**src/rtl/uart_tx_sched_pkg.sv**
```systemverilog
// Shared definitions for the UART transmit scheduler: FSM states, UART
// register offsets and the bus-output decode used by the scheduler FSM.
package uart_tx_sched_pkg;

   typedef enum logic [2:0] {
      ST_CFG     = 3'd0,
      ST_IDLE    = 3'd1,
      ST_RD_CTRL = 3'd2,
      ST_CHK     = 3'd3,
      ST_WR_BUF  = 3'd4
   } state_e;

   localparam logic [7:0] REG_BAUD = 8'd0;
   localparam logic [7:0] REG_CTRL = 8'd1;
   localparam logic [7:0] REG_BUF  = 8'd2;

   localparam int TX_EMPTY_BIT = 1;

   typedef struct packed {
      logic [7:0] addr;
      logic [7:0] wdata;
      logic       w_en;
      logic       r_en;
   } bus_out_t;

   // Bus outputs are a pure function of the state being entered and the held
   // byte; register addresses wrap modulo 256 through the 8-bit sum.
   function automatic bus_out_t bus_decode(input state_e     st,
                                           input logic [7:0] base,
                                           input logic [7:0] baud,
                                           input logic [7:0] hold);
      bus_out_t o;
      o.addr  = base;
      o.wdata = 8'h00;
      o.w_en  = 1'b0;
      o.r_en  = 1'b0;
      case (st)
         ST_CFG: begin
            o.addr  = base + REG_BAUD;
            o.wdata = baud;
            o.w_en  = 1'b1;
         end
         ST_RD_CTRL: begin
            o.addr = base + REG_CTRL;
            o.r_en = 1'b1;
         end
         ST_WR_BUF: begin
            o.addr  = base + REG_BUF;
            o.wdata = hold;
            o.w_en  = 1'b1;
         end
         default: ;
      endcase
      return o;
   endfunction

endpackage

```
**src/rtl/uart_tx_sched_if.sv**
```systemverilog
// Requester handshakes and UART register bus of the transmit scheduler.
// master = the scheduler, slave = requesters plus UART.
interface uart_tx_sched_if;

   logic       req0_valid;
   logic [7:0] req0_data;
   logic       req0_ready;
   logic       req1_valid;
   logic [7:0] req1_data;
   logic       req1_ready;

   logic [7:0] bus_addr;
   logic [7:0] bus_wdata;
   logic       bus_w_en;
   logic       bus_r_en;
   logic [7:0] bus_rdata;
   logic       busy;

   modport master (
      input  req0_valid, req0_data, req1_valid, req1_data, bus_rdata,
      output req0_ready, req1_ready, bus_addr, bus_wdata, bus_w_en, bus_r_en, busy
   );

   modport slave (
      output req0_valid, req0_data, req1_valid, req1_data, bus_rdata,
      input  req0_ready, req1_ready, bus_addr, bus_wdata, bus_w_en, bus_r_en, busy
   );

endinterface

```
**src/rtl/uart_tx_sched_rr_arb2.sv**
```systemverilog
// Two-way round-robin arbiter: a lone valid wins, a tie goes to the
// requester that was not granted last. Grant is one-hot or zero.
module rr_arb2 (
   input  logic [1:0] valid,
   input  logic       last_grant,
   output logic [1:0] grant
);

   always_comb begin
      grant = 2'b00;
      case (valid)
         2'b01:   grant = 2'b01;
         2'b10:   grant = 2'b10;
         2'b11:   grant = last_grant ? 2'b01 : 2'b10;
         default: grant = 2'b00;
      endcase
   end

endmodule

```
**src/rtl/uart_tx_sched.sv**
```systemverilog
// Arbitrates two byte requesters onto a memory-mapped UART: programs the
// baud divider once, then polls tx_empty and writes one byte at a time.
module uart_tx_sched
   import uart_tx_sched_pkg::*;
#(
   parameter logic [7:0] UART_ADDRESS = 8'h00,
   parameter logic [7:0] BAUD_DIV     = 8'd6
) (
   input logic             clk,
   input logic             rst,
   uart_tx_sched_if.master bus
);

   state_e     state_q, state_d;
   logic [7:0] hold_q, hold_d;
   logic       last_grant_q, last_grant_d;
   logic       cfg_sent_q, cfg_sent_d;
   logic       busy_q, busy_d;
   bus_out_t   bus_out_q, bus_out_d;

   logic [1:0] valid;
   logic [1:0] grant;
   logic [1:0] ready;
   logic       tx_empty;
   logic       unused_rdata;

   assign valid        = {bus.req1_valid, bus.req0_valid};
   assign tx_empty     = bus.bus_rdata[TX_EMPTY_BIT];
   assign unused_rdata = ^{bus.bus_rdata[7:2], bus.bus_rdata[0]};

   rr_arb2 u_arb (
      .valid      (valid),
      .last_grant (last_grant_q),
      .grant      (grant)
   );

   assign ready          = (state_q == ST_IDLE) ? grant : 2'b00;
   assign bus.req0_ready = ready[0];
   assign bus.req1_ready = ready[1];

   // CFG spends its first cycle after reset arming the registered baud write,
   // so the strobe stays low while reset is held and pulses once on release.
   always_comb begin
      state_d      = state_q;
      hold_d       = hold_q;
      last_grant_d = last_grant_q;
      cfg_sent_d   = cfg_sent_q;
      case (state_q)
         ST_CFG: begin
            if (!cfg_sent_q) begin
               cfg_sent_d = 1'b1;
            end else begin
               state_d = ST_IDLE;
            end
         end
         ST_IDLE: begin
            if (|grant) begin
               hold_d       = grant[1] ? bus.req1_data : bus.req0_data;
               last_grant_d = grant[1];
               state_d      = ST_RD_CTRL;
            end
         end
         ST_RD_CTRL: state_d = ST_CHK;
         ST_CHK:     state_d = tx_empty ? ST_WR_BUF : ST_RD_CTRL;
         ST_WR_BUF:  state_d = ST_IDLE;
         default:    state_d = ST_CFG;
      endcase
      bus_out_d = bus_decode(state_d, UART_ADDRESS, BAUD_DIV, hold_d);
      busy_d    = (state_d != ST_IDLE);
   end

   always_ff @(posedge clk or posedge rst) begin
      if (rst) begin
         state_q      <= ST_CFG;
         hold_q       <= 8'h00;
         last_grant_q <= 1'b1;
         cfg_sent_q   <= 1'b0;
         busy_q       <= 1'b1;
         bus_out_q    <= '0;
      end else begin
         state_q      <= state_d;
         hold_q       <= hold_d;
         last_grant_q <= last_grant_d;
         cfg_sent_q   <= cfg_sent_d;
         busy_q       <= busy_d;
         bus_out_q    <= bus_out_d;
      end
   end

   assign bus.bus_addr  = bus_out_q.addr;
   assign bus.bus_wdata = bus_out_q.wdata;
   assign bus.bus_w_en  = bus_out_q.w_en;
   assign bus.bus_r_en  = bus_out_q.r_en;
   assign bus.busy      = busy_q;

   a_strobe_excl: assert property (@(posedge clk) disable iff (rst)
      !(bus_out_q.w_en && bus_out_q.r_en));

   a_ready_idle: assert property (@(posedge clk) disable iff (rst)
      (state_q != ST_IDLE) |-> (ready == 2'b00));

endmodule

```
**src/flat_wrapper.sv**
```systemverilog
// flat-port wrapper written by rule: the top's interface ports become plain ports
module uart_tx_sched_flat import uart_tx_sched_pkg::*;
#(
   parameter logic [7:0] UART_ADDRESS = 8'h00,
   parameter logic [7:0] BAUD_DIV     = 8'd6
)
  (clk, rst, bus_req0_valid, bus_req0_data, bus_req1_valid, bus_req1_data, bus_bus_rdata, bus_req0_ready, bus_req1_ready, bus_bus_addr, bus_bus_wdata, bus_bus_w_en, bus_bus_r_en, bus_busy);
  uart_tx_sched_if bus_i ();
  input logic clk;
  input logic rst;
  input wire logic [$bits(bus_i.req0_valid)-1:0] bus_req0_valid;
  input wire logic [$bits(bus_i.req0_data)-1:0] bus_req0_data;
  input wire logic [$bits(bus_i.req1_valid)-1:0] bus_req1_valid;
  input wire logic [$bits(bus_i.req1_data)-1:0] bus_req1_data;
  input wire logic [$bits(bus_i.bus_rdata)-1:0] bus_bus_rdata;
  output wire logic [$bits(bus_i.req0_ready)-1:0] bus_req0_ready;
  output wire logic [$bits(bus_i.req1_ready)-1:0] bus_req1_ready;
  output wire logic [$bits(bus_i.bus_addr)-1:0] bus_bus_addr;
  output wire logic [$bits(bus_i.bus_wdata)-1:0] bus_bus_wdata;
  output wire logic [$bits(bus_i.bus_w_en)-1:0] bus_bus_w_en;
  output wire logic [$bits(bus_i.bus_r_en)-1:0] bus_bus_r_en;
  output wire logic [$bits(bus_i.busy)-1:0] bus_busy;
  assign bus_i.req0_valid = bus_req0_valid;
  assign bus_i.req0_data = bus_req0_data;
  assign bus_i.req1_valid = bus_req1_valid;
  assign bus_i.req1_data = bus_req1_data;
  assign bus_i.bus_rdata = bus_bus_rdata;
  assign bus_req0_ready = bus_i.req0_ready;
  assign bus_req1_ready = bus_i.req1_ready;
  assign bus_bus_addr = bus_i.bus_addr;
  assign bus_bus_wdata = bus_i.bus_wdata;
  assign bus_bus_w_en = bus_i.bus_w_en;
  assign bus_bus_r_en = bus_i.bus_r_en;
  assign bus_busy = bus_i.busy;
  uart_tx_sched #(.UART_ADDRESS(UART_ADDRESS), .BAUD_DIV(BAUD_DIV)) u_core (.clk(clk), .rst(rst), .bus(bus_i));
endmodule
```
**config.mk**
```make
export PLATFORM = sky130hd
export DESIGN_NAME = uart_tx_sched_flat
export DESIGN_NICKNAME = d
export VERILOG_FILES = /design/src/rtl/uart_tx_sched_pkg.sv /design/src/rtl/uart_tx_sched_if.sv /design/src/rtl/uart_tx_sched_rr_arb2.sv /design/src/rtl/uart_tx_sched.sv /design/src/flat_wrapper.sv
export SDC_FILE = /design/constraint.sdc
export NUM_CORES = 1
export LEC_CHECK = 0
export BUFFER_PORTS_ARGS = -buffer_cell sky130_fd_sc_hd__buf_2
export CAP_MARGIN = 25
export CELL_PAD_IN_SITES_DETAIL_PLACEMENT = 1
export CELL_PAD_IN_SITES_GLOBAL_PLACEMENT = 1
export CORE_MARGIN = 4
export CORE_UTILIZATION = 31
export DETAILED_ROUTE_END_ITERATION = 8
export GPL_TIMING_DRIVEN = 1
export HOLD_SLACK_MARGIN = 0.12
export PLACE_DENSITY_LB_ADDON = 0.1
export SLEW_MARGIN = 20
export SYNTH_ARGS = -nofsm -noshare
export SYNTH_HDL_FRONTEND = slang
export SYNTH_SLANG_ARGS = --single-unit
```
**constraint.sdc**
```tcl
create_clock -name clk -period 1.29 [get_ports clk]
set_input_delay 0 -clock clk [delete_from_list [all_inputs] [get_ports clk]]
set_output_delay 0 -clock clk [all_outputs]
set_load 0.05 [all_outputs]
```
==> results.py, run 1 <==
metrics = {
    "setup_path": {
        "crit_required_ns": 1.29,
        "critPathArrivalTime_ns": 1.33,
        "setup.worst_path.start_class": "flop",
        "path_class": "reg2out",
        "crit_fanout": 2,
        "cp-end-kind": "primary output",
    },
    "floorplan": {
        "std_cell_rows": 21,
        "die_w_um": 68.6,
        "dieArea_um2": 4710,
        "io_pins": 49,
        "die_h_um": 68.6,
        "core_um2": 3440,
        "initial_utilization": 0.331,
    },
    "placement": {
        "place_hpwl_um": 2130,
        "portBuffers": 35,
        "gp_congestion": 0.741,
    },
    "cells_and_area": {
        "diodes": 0,
        "synthToLayoutAreaGrowth_pct": 55.2,
        "nets": 196,
        "drive_above_1_share": 0.449,
        "post-route-util": 0.513,
    },
    "status": {
        "outcome": "finished with violations",
        "violations": "negative setup slack",
    },
    "synth": {
        "synth_top_area_share": 0.505,
        "yosysWarnings": 0,
        "netlist_area_um2": 1140,
        "syn_inst": 98,
        "yosysSeqAreaShare": 0.552,
        "yosysUniqueCellTypes": 32,
        "ys_ff_latch": 25,
        "ys_top_cells_by_area": "dfrtp_1 51%, o32ai_1 7.7%, a2bb2oi_1 6.2%",
        "syn_avg_cell_area_um2": 11.6,
        "netlist.top_cell.by_area": "dfrtp_1",
    },
    "global_route": {
        "grt_pass1_wl_um": 5060,
        "grt_max_degree": 26,
        "grt_pass1_vias": 1064,
        "gr-usage-all-layers": 0.144,
        "overflow": 0,
        "grt_antenna_before_repair": 0,
    },
    "timing": {
        "hold_viol": 0,
        "min_period_over_period": 1.03,
        "fmaxAchievable_mhz": 752,
        "rsz0062_at_grt": "yes",
        "tns_ns": -0.0435,
        "setup_viol": 4,
        "min_period_ns": 1.33,
        "slew_viol_final": 0,
        "clock_skew_ns": 0.00539,
        "fin_ws_ns": -0.0403,
        "whs_ns": 0.152,
    },
    "drt": {
        "wl_met1_um": 1390,
        "wl_per_cell_um": 14.6,
        "vias_per_cell": 4.72,
        "dr_wl_met3_um": 175,
        "route.met2.wl_um": 1520,
        "vias": 1005,
        "final_antenna_net_count": 0,
        "initialDrtViolationCount": 49,
        "drc": 0,
        "highest_layer": "met4",
        "drt_wl_total_um": 3100,
        "dr.pass1.iters": 4,
    },
    "clocking": {
        "cts_tree": "built",
        "cts_made_buffers": 3,
        "clock_latency_ns": 0.27,
        "path_clk_slew_ns": 0.09,
        "h-tree-depth": 1,
        "cts-root-buf": "clkbuf_8",
        "cts_sinks": 25,
        "clockBufferDepth": 2,
    },
    "pwr": {
        "switchingPower_mw": 1.70,
        "combPwrFrac": 0.558,
        "pwr-share-seq": 0.325,
        "pwr_density_cell_nw_per_um2": 2240,
        "p_leak_nw": 0.846,
        "p_sw_frac": 0.430,
        "ir_drop_mv": 0.880,
        "p_clk_frac": 0.118,
        "internal_power_mw": 2.25,
    },
    "worst_hold_path": {
        "hp-class": "in2reg",
    },
    "run": {
        "drv_cap": 0,
    },
}
==> power by group through the flow <==
stage,Sequential [mW],Clock [mW],Combinational [mW]
3_3_place_gp,1.30,0,1.93
6_report,1.28,0.465,2.20
2_1_floorplan,1.68,0,1.03
4_1_cts,1.27,0.485,2.18
5_1_grt,1.32,0.517,2.36
3_5_place_dp,1.31,0,1.96
==> worst paths after layout <==
kind | startpoint | end | slack, ns | cells past startpoint
setup / recovery | u_core.state_q[1]$_DFF_PP0_ | bus_req0_ready | -0.04 | 3
hold / removal | bus_req1_valid | u_core.bus.busy$_DFF_PP1_ | 0.15 | 4
setup reg to reg | u_core.state_q[0]$_DFF_PP0_ | u_core.bus.bus_wdata[2]$_DFF_PP0_ | 0 | 4
hold reg to reg | u_core.hold_q[6]$_DFF_PP0_ | u_core.bus.bus_wdata[6]$_DFF_PP0_ | 0.50 | 1
max in group asynchronous | rst | u_core.last_grant_q$_DFFE_PP1P_ | 0.68 | 4
min in group asynchronous | rst | u_core.bus.bus_wdata[1]$_DFF_PP0_ | 0.32 | 4
==> cell usage in the layout, fill, tap and decap left out, types with 2 or more instances in the layout <==
master	n
nor2b_2	2
a2bb2oi_1	7
nor2_1	4
dfstp_2	2
buf_4	14
and2_1	6
conb_1	6
inv_1	4
dfrtp_2	3
nand2_1	3
dlygate4sd3_1	19
clkbuf_8	3
dfrtp_1	20
nor3_4	2
o32ai_1	10
a21oi_1	5
buf_6	5
buf_2	33
==> final cells by class <==
cell class | count | area (um2)
fill | 394 | 1680
sequential | 25 | 632
timing repair buffer | 72 | 537
multi-input combinational | 61 | 475
tap | 46 | 57.6
clock buffer | 3 | 41.3
inverter | 5 | 18.8
clock inverter | 1 | 5.00
==> sequential cells by signal, summed over array words and instances (netlist names) <==
name	flops
u_core.state_q	3
u_core.cfg_sent_q	1
u_core.bus.bus_w_en	1
u_core.last_grant_q	1
u_core.bus.bus_wdata	8
u_core.hold_q	8
u_core.bus.bus_addr	1
u_core.bus.busy	1
u_core.bus.bus_r_en	1
==> kinds of logic after synthesis <==
| kind of cell | share of synthesized area |
|---|---|
| AO/OA/AOI/OAI | 0.201 |
| buffers and inverters | 0.0890 |
| flip-flops | 0.552 |
| other | 0.00329 |
| AND/OR/NAND/NOR | 0.155 |
==> synthesized netlist by cell type <==
library cell / instances
dfstp_2: 2
buf_6: 1
or2_2: 1
o32ai_1: 10
buf_2: 3
and2_1: 6
nand2_1: 3
a21bo_2: 1
a21o_2: 1
a221oi_1: 1
nand2b_1: 1
nor4_1: 2
nor2_2: 1
a21oi_1: 5
inv_1: 4
nor2b_1: 1
nor3b_4: 1
nor2b_2: 1
nor3_1: 2
clkinv_1: 1
dfrtp_1: 23
nor3_4: 1
conb_1: 1
buf_4: 7
and2b_1: 1
nor2_1: 4
clkbuf_1: 1
nand2b_4: 1
o21ai_0: 1
a31oi_1: 1
a2bb2oi_1: 8
o31ai_1: 1
==> metal layers <==
metal,vias to the layer above,global-route usage
li1,482,-
met1,496,0.186
met2,25,0.247
met3,2,0.0194
met4,0,0.0447
met5,-,0
==> worst max-delay path, stage by stage (launching register included) <==
cell,delay [ns]
dfrtp_2,0.44
buf_4,0.16
nor4_4,0.27
buf_6,0.20
==> timing repair <==
action,4_1_cts,5_1_grt
endpoints found under the hold margin,37,0
hold buffers,19,0
setup buffers,3,0
resized for setup,10,4
setup endpoints to repair,19,19
pin swaps,2,4
gates cloned,0,0
==> per-stage QoR <==
| stage | total power [mW] | std cells | cell area, um2 | setup slack, ns |
|---|---|---|---|---|
| floorplan | 2.71 | 103 | 1180 | -0.0227 |
| global placement | 3.23 | 187 | 1450 | -0.0498 |
| detailed placement | 3.27 | 187 | 1450 | -0.0745 |
| CTS | 3.94 | 213 | 1750 | -0.0818 |
| global route | 4.20 | 213 | 1770 | -0.117 |
| finish | 3.95 | 213 | 1770 | -0.0403 |
Power figures use the tool's default switching activity.
==> inputs of run 2 (changes only) <==
Settings changed: CAP_MARGIN 25 to 20.
Clock period 1.29 ns to 1.14 ns, I/O delays scaled along.
==> run 2 against run 1 <==
  * The flow still finishes with violations (negative setup slack)
  * Via count increased by 2.7%
  * Total power increased by 30%
  * Critical path type unchanged
  * Clock-buffer cell count unchanged
  * Routed wire length increased by 25%
  * Die area unchanged
  * First-iteration DRC count decreased by 31%
  * Global-route usage increased by 2.3 points
==> results.py, run 2 (synthesis results as in run 1) <==
metrics = {
    "timing": {
        "clock_skew_ns": 0.00327,
        "min_period_over_period": 1.24,
        "fmaxAchievable_mhz": 706,
        "hold_viol": 0,
        "slew_viol_final": 0,
        "setup_viol": 21,
        "tns_ns": -3.26,
        "fin_ws_ns": -0.277,
        "whs_ns": 0.123,
        "min_period_ns": 1.42,
        "rsz0062_at_grt": "yes",
    },
    "drt": {
        "dr.pass1.iters": 4,
        "vias": 1032,
        "vias_per_cell": 4.65,
        "initialDrtViolationCount": 34,
        "wl_per_cell_um": 17.5,
        "drt_wl_total_um": 3890,
        "final_antenna_net_count": 0,
        "drc": 0,
    },
    "global_route": {
        "grt_pass1_wl_um": 5700,
        "grt_antenna_before_repair": 0,
        "grt_pass1_vias": 1160,
        "grt_max_degree": 26,
        "gr-usage-all-layers": 0.167,
        "overflow": 0,
    },
    "setup_path": {
        "slowest_stage": "dfrtp_1",
        "path_cells": "buf_6 -> nor4_4 -> buf_6",
        "critPathMaxStageDelay_ns": 0.44,
        "crit_fanout": 4,
        "path_class": "reg2out",
        "crit_top_cell": "buf_6",
        "crit_required_ns": 1.14,
        "critPathArrivalTime_ns": 1.42,
        "cp-end-kind": "primary output",
        "ff2ff_path_depth": 5,
        "setup.worst_path.start_class": "flop",
    },
    "run": {
        "drv_cap": 0,
    },
    "placement": {
        "portBuffers": 35,
        "place_hpwl_um": 2250,
        "gp_congestion": 0.778,
        "post-place-cells": 193,
    },
    "pwr": {
        "p_clk_frac": 0.104,
        "p_sw_frac": 0.433,
        "internal_power_mw": 2.90,
        "switchingPower_mw": 2.22,
        "ir_drop_mv": 1.06,
        "p_leak_nw": 0.931,
        "p_total_mw": 5.12,
        "combPwrFrac": 0.607,
        "pwr_density_cell_nw_per_um2": 2560,
        "pwr-share-seq": 0.290,
    },
    "cells_and_area": {
        "synthToLayoutAreaGrowth_pct": 75.7,
        "post-route-util": 0.581,
        "multi_input_area_um2": 616,
        "fillers": 365,
        "seq_area_um2": 631,
        "final_common_cell": "buf_2",
        "final_cell_mix": "33 x buf_2, 21 x dfrtp_1, 19 x dlygate4sd3_1",
        "fin_cells": 222,
        "diodes": 0,
        "nets": 205,
        "drive_above_1_share": 0.585,
    },
    "floorplan": {
        "core_um2": 3440,
        "io_pins": 49,
        "dieArea_um2": 4710,
        "die_h_um": 68.6,
        "std_cell_rows": 21,
        "initial_utilization": 0.331,
        "die_w_um": 68.6,
    },
    "clocking": {
        "cts_sinks": 25,
        "h-tree-depth": 1,
        "cts-root-buf": "clkbuf_8",
        "clock_latency_ns": 0.27,
        "clockBufferDepth": 2,
        "cts_tree": "built",
        "path_clk_slew_ns": 0.09,
        "cts_made_buffers": 3,
    },
    "worst_hold_path": {
        "holdPathStages": 3,
        "hp-class": "in2reg",
    },
    "status": {
        "violations": "negative setup slack",
        "outcome": "finished with violations",
    },
}
[run 2: changes by cell type in the layout (fill, tap and decap cells not counted), moves of 2 or more]
cell / previous run / this run
a21oi_1: 5 / 3
a21oi_2: 0 / 2
a2bb2oi_1: 7 / 0
a2bb2oi_2: 1 / 8
buf_6: 5 / 15
nor2b_2: 2 / 0
nor2b_4: 0 / 2
o32ai_1: 10 / 0
o32ai_2: 0 / 10
[run 2: worst paths after layout]
| check | startpoint | end | slack (ns) |
|---|---|---|---|
| worst min register to register | u_core.hold_q[0]$_DFF_PP0_ | u_core.bus.bus_wdata[0]$_DFF_PP0_ | 0.52 |
| worst max-delay path | u_core.state_q[1]$_DFF_PP0_ | bus_req0_ready | -0.28 |
| max in group asynchronous | rst | u_core.last_grant_q$_DFFE_PP1P_ | 0.51 |
| worst max register to register | u_core.state_q[1]$_DFF_PP0_ | u_core.hold_q[5]$_DFF_PP0_ | -0.22 |
| worst min-delay path | bus_req0_valid | u_core.state_q[1]$_DFF_PP0_ | 0.12 |
| min in group asynchronous | rst | u_core.bus.bus_w_en$_DFF_PP0_ | 0.33 |
[run 2: power groups by stage]
| stage | Combinational (mW) | Sequential, mW | Clock [mW] |
|---|---|---|---|
| 4_1_cts | 2.68 | 1.44 | 0.560 |
| 3_3_place_gp | 2.36 | 1.44 | 0 |
| 3_5_place_dp | 2.40 | 1.45 | 0 |
| 6_report | 3.10 | 1.48 | 0.530 |
| 5_1_grt | 3.32 | 1.52 | 0.601 |
| 2_1_floorplan | 1.24 | 1.90 | 0 |
[run 2: worst max-delay path: cells and delay by family (launching register included)]
| family | cells | cell delay (ns) |
|---|---|---|
| flops | 1 | 0.44 |
| buf+inv | 2 | 0.36 |
| simple gates | 1 | 0.35 |
[run 2: routing by layer]
metal	up-vias	track usage	part of all wire
li1	499	-	-
met1	495	0.184	0.40
met2	30	0.324	0.53
met3	8	0.0405	0.047
met4	0	0.0223	0.020
met5	-	0	0
[run 2: final cells by class]
class	instances	share of cell area
tap	46	0.0288
sequential	25	0.315
clock buffer	3	0.0206
inverter	5	0.00938
timing repair buffer	81	0.315
clock inverter	1	0.00375
multi-input combinational	61	0.308
[run 2: through the flow]
stage	cell area, um2	worst slack [ns]
floorplan	1260	-0.169
global placement	1540	-0.395
detailed placement	1540	-0.456
CTS	1890	-0.221
global route	2000	-0.349
finish	2000	-0.277
[run 2: what timing repair did]
| item | 4_1_cts | 5_1_grt |
|---|---|---|
| gates cloned | 0 | 0 |
| resized for setup | 18 | 22 |
| setup buffers | 5 | 3 |
| hold buffers | 19 | 0 |
| pin swaps | 7 | 8 |
| endpoints found under the setup margin | 21 | 23 |
| hold endpoints to repair | 38 | 0 |
==> inputs of run 3 (changes only) <==
Settings changed: SETUP_SLACK_MARGIN set to 0.15.
==> run 3 against run 2 <==
  * The flow still finishes with violations (negative setup slack)
  * Critical path type unchanged
  * First-iteration DRC count decreased by 21%
  * Sequential share of layout area decreased by 1.8 points
  * Highest routed layer unchanged
  * Die area is the same
  * Via count increased by 2.7%
  * Fmax is 2.3% lower
  * Hold slack gained 0.020 ns
  * Clock power is 3% lower
  * Routed wire length decreased by 5.4%
  * Utilization rose by 3.7 points
  * Flip-flop and latch count stayed put
==> results.py, run 3 (synthesis results as in run 1) <==
metrics = {
    "pwr": {
        "pwr_density_cell_nw_per_um2": 2500,
        "p_sw_frac": 0.429,
        "combPwrFrac": 0.620,
        "switchingPower_mw": 2.28,
        "p_leak_nw": 0.976,
        "pwr-share-seq": 0.283,
        "p_clk_frac": 0.097,
        "internal_power_mw": 3.03,
        "ir_drop_mv": 1.18,
        "p_total_mw": 5.31,
    },
    "clocking": {
        "cts_made_buffers": 3,
        "h-tree-depth": 1,
        "cts_tree": "built",
        "clockBufferDepth": 2,
        "cts-root-buf": "clkbuf_8",
        "path_clk_slew_ns": 0.09,
        "cts_sinks": 25,
        "clock_latency_ns": 0.27,
    },
    "timing": {
        "min_period_over_period": 1.27,
        "fmaxAchievable_mhz": 689,
        "hold_viol": 0,
        "rsz0062_at_grt": "yes",
        "slew_viol_final": 0,
        "fin_ws_ns": -0.311,
        "setup_viol": 21,
        "min_period_ns": 1.45,
        "clock_skew_ns": 0.0110,
    },
    "drt": {
        "final_antenna_net_count": 0,
        "vias": 1060,
        "initialDrtViolationCount": 27,
        "drc": 0,
        "wl_per_cell_um": 16.4,
        "vias_per_cell": 4.73,
        "dr.pass1.iters": 3,
        "drt_wl_total_um": 3680,
    },
    "global_route": {
        "grt_antenna_before_repair": 0,
        "grt_pass1_vias": 1199,
        "grt_max_degree": 26,
        "overflow": 0,
        "grt_pass1_wl_um": 5770,
        "gr-usage-all-layers": 0.169,
    },
    "cells_and_area": {
        "synthToLayoutAreaGrowth_pct": 86.9,
        "fin_cells": 224,
        "diodes": 0,
        "nets": 207,
        "final_cell_mix": "32 x buf_2, 20 x dfrtp_1, 19 x dlygate4sd3_1",
        "fillers": 354,
        "stdcell_area_um2": 2130,
        "final_common_cell": "buf_2",
        "drive_above_1_share": 0.635,
    },
    "floorplan": {
        "initial_utilization": 0.331,
        "die_w_um": 68.6,
        "core_um2": 3440,
        "io_pins": 49,
        "std_cell_rows": 21,
        "dieArea_um2": 4710,
        "die_h_um": 68.6,
    },
    "setup_path": {
        "timing.rr.start": "u_core.last_grant_q$_DFFE_PP1P_",
        "ff2ff_setup_slack_ns": -0.20,
        "startpoint": "u_core.last_grant_q$_DFFE_PP1P_",
        "ff2ff_path_depth": 6,
        "crit_top_cell": "buf_6",
        "critPathArrivalTime_ns": 1.45,
        "crit_required_ns": 1.14,
        "cp-end-kind": "primary output",
        "path_cells": "buf_6 -> a21bo_4 -> buf_12 -> nor3_4 -> buf_6",
        "setup.worst_path.start_class": "flop",
        "critPathMaxStageDelay_ns": 0.39,
        "slowest_stage": "dfstp_2",
        "path_class": "reg2out",
        "crit_fanout": 2,
        "reg2reg_to": "u_core.hold_q[0]$_DFF_PP0_",
    },
    "placement": {
        "place_hpwl_um": 2160,
        "place_ws_ns": -0.438,
        "portBuffers": 35,
        "placed_cell_area_um2": 1540,
        "gp_congestion": 0.778,
        "post-place-cells": 191,
    },
    "worst_hold_path": {
        "holdPathStages": 3,
        "hp-class": "in2reg",
        "min_to": "u_core.bus.bus_r_en$_DFF_PP0_",
        "hold_start": "bus_req0_valid",
    },
    "status": {
        "violations": "negative setup slack",
        "outcome": "finished with violations",
    },
    "run": {
        "drv_cap": 0,
    },
}
run 3: power groups by stage:
stage / registers [mW] / logic, mW / clock network [mW]
finish: 1.51 / 3.29 / 0.514
global placement: 1.48 / 2.27 / 0
detailed placement: 1.49 / 2.32 / 0
floorplan: 1.91 / 1.27 / 0
global route: 1.55 / 3.50 / 0.582
CTS: 1.47 / 2.95 / 0.539
run 3: layout make-up:
cell class | instances | area (um2) | area share
Inverter | 5 | 18.8 | 0.00882
Timing Repair Buffer | 83 | 696 | 0.327
Multi-Input combinational cell | 61 | 678 | 0.319
Clock inverter | 1 | 5.00 | 0.00235
Sequential cell | 25 | 632 | 0.297
Clock buffer | 3 | 41.3 | 0.0194
Tap cell | 46 | 57.6 | 0.0270
run 3: worst max path at each step:
stage                                 endpoint  slack [ns]
finish                          bus_req1_ready       -0.31
global route                    bus_req1_ready       -0.38
CTS                             bus_req0_ready       -0.29
detailed placement  u_core.hold_q[5]$_DFF_PP0_       -0.44
global placement    u_core.hold_q[2]$_DFF_PP0_       -0.43
floorplan                       bus_req0_ready       -0.15
run 3: timing repair:
action | 4_1_cts | 5_1_grt
endpoints found under the hold margin | 36 | 0
pin swaps | 31 | 8
setup endpoints to repair | 28 | 28
hold buffers | 19 | 0
resized for setup | 42 | 16
setup buffers | 9 | 2
run 3: through the flow:
step           TNS, ns  hold slack [ns]  utilization
2_1_floorplan   -0.479           0.0258            -
3_3_place_gp     -4.12           0.0677        0.448
3_5_place_dp     -4.22           0.0749        0.448
4_1_cts          -2.26            0.128        0.587
5_1_grt          -3.78            0.149        0.618
6_report         -2.55            0.143        0.618
run 3: critical path, delay by kind of cell (launching register included):
family / cells / cell delay, ns
AO/OA/AOI/OAI: 1 / 0.20
buffers and inverters: 3 / 0.42
flip-flops: 1 / 0.39
AND/OR/NAND/NOR: 1 / 0.17
run 3: routing by layer:
layer  part of all wire  vias to the layer above  track usage  wire, um
met1               0.40                      526        0.188      1480
met4             0.0063                        0       0.0471        23
met3              0.044                        2       0.0292       163
met2               0.55                       25        0.323      2010
li1                   -                      507            -         -
met5                  0                        -            0         0
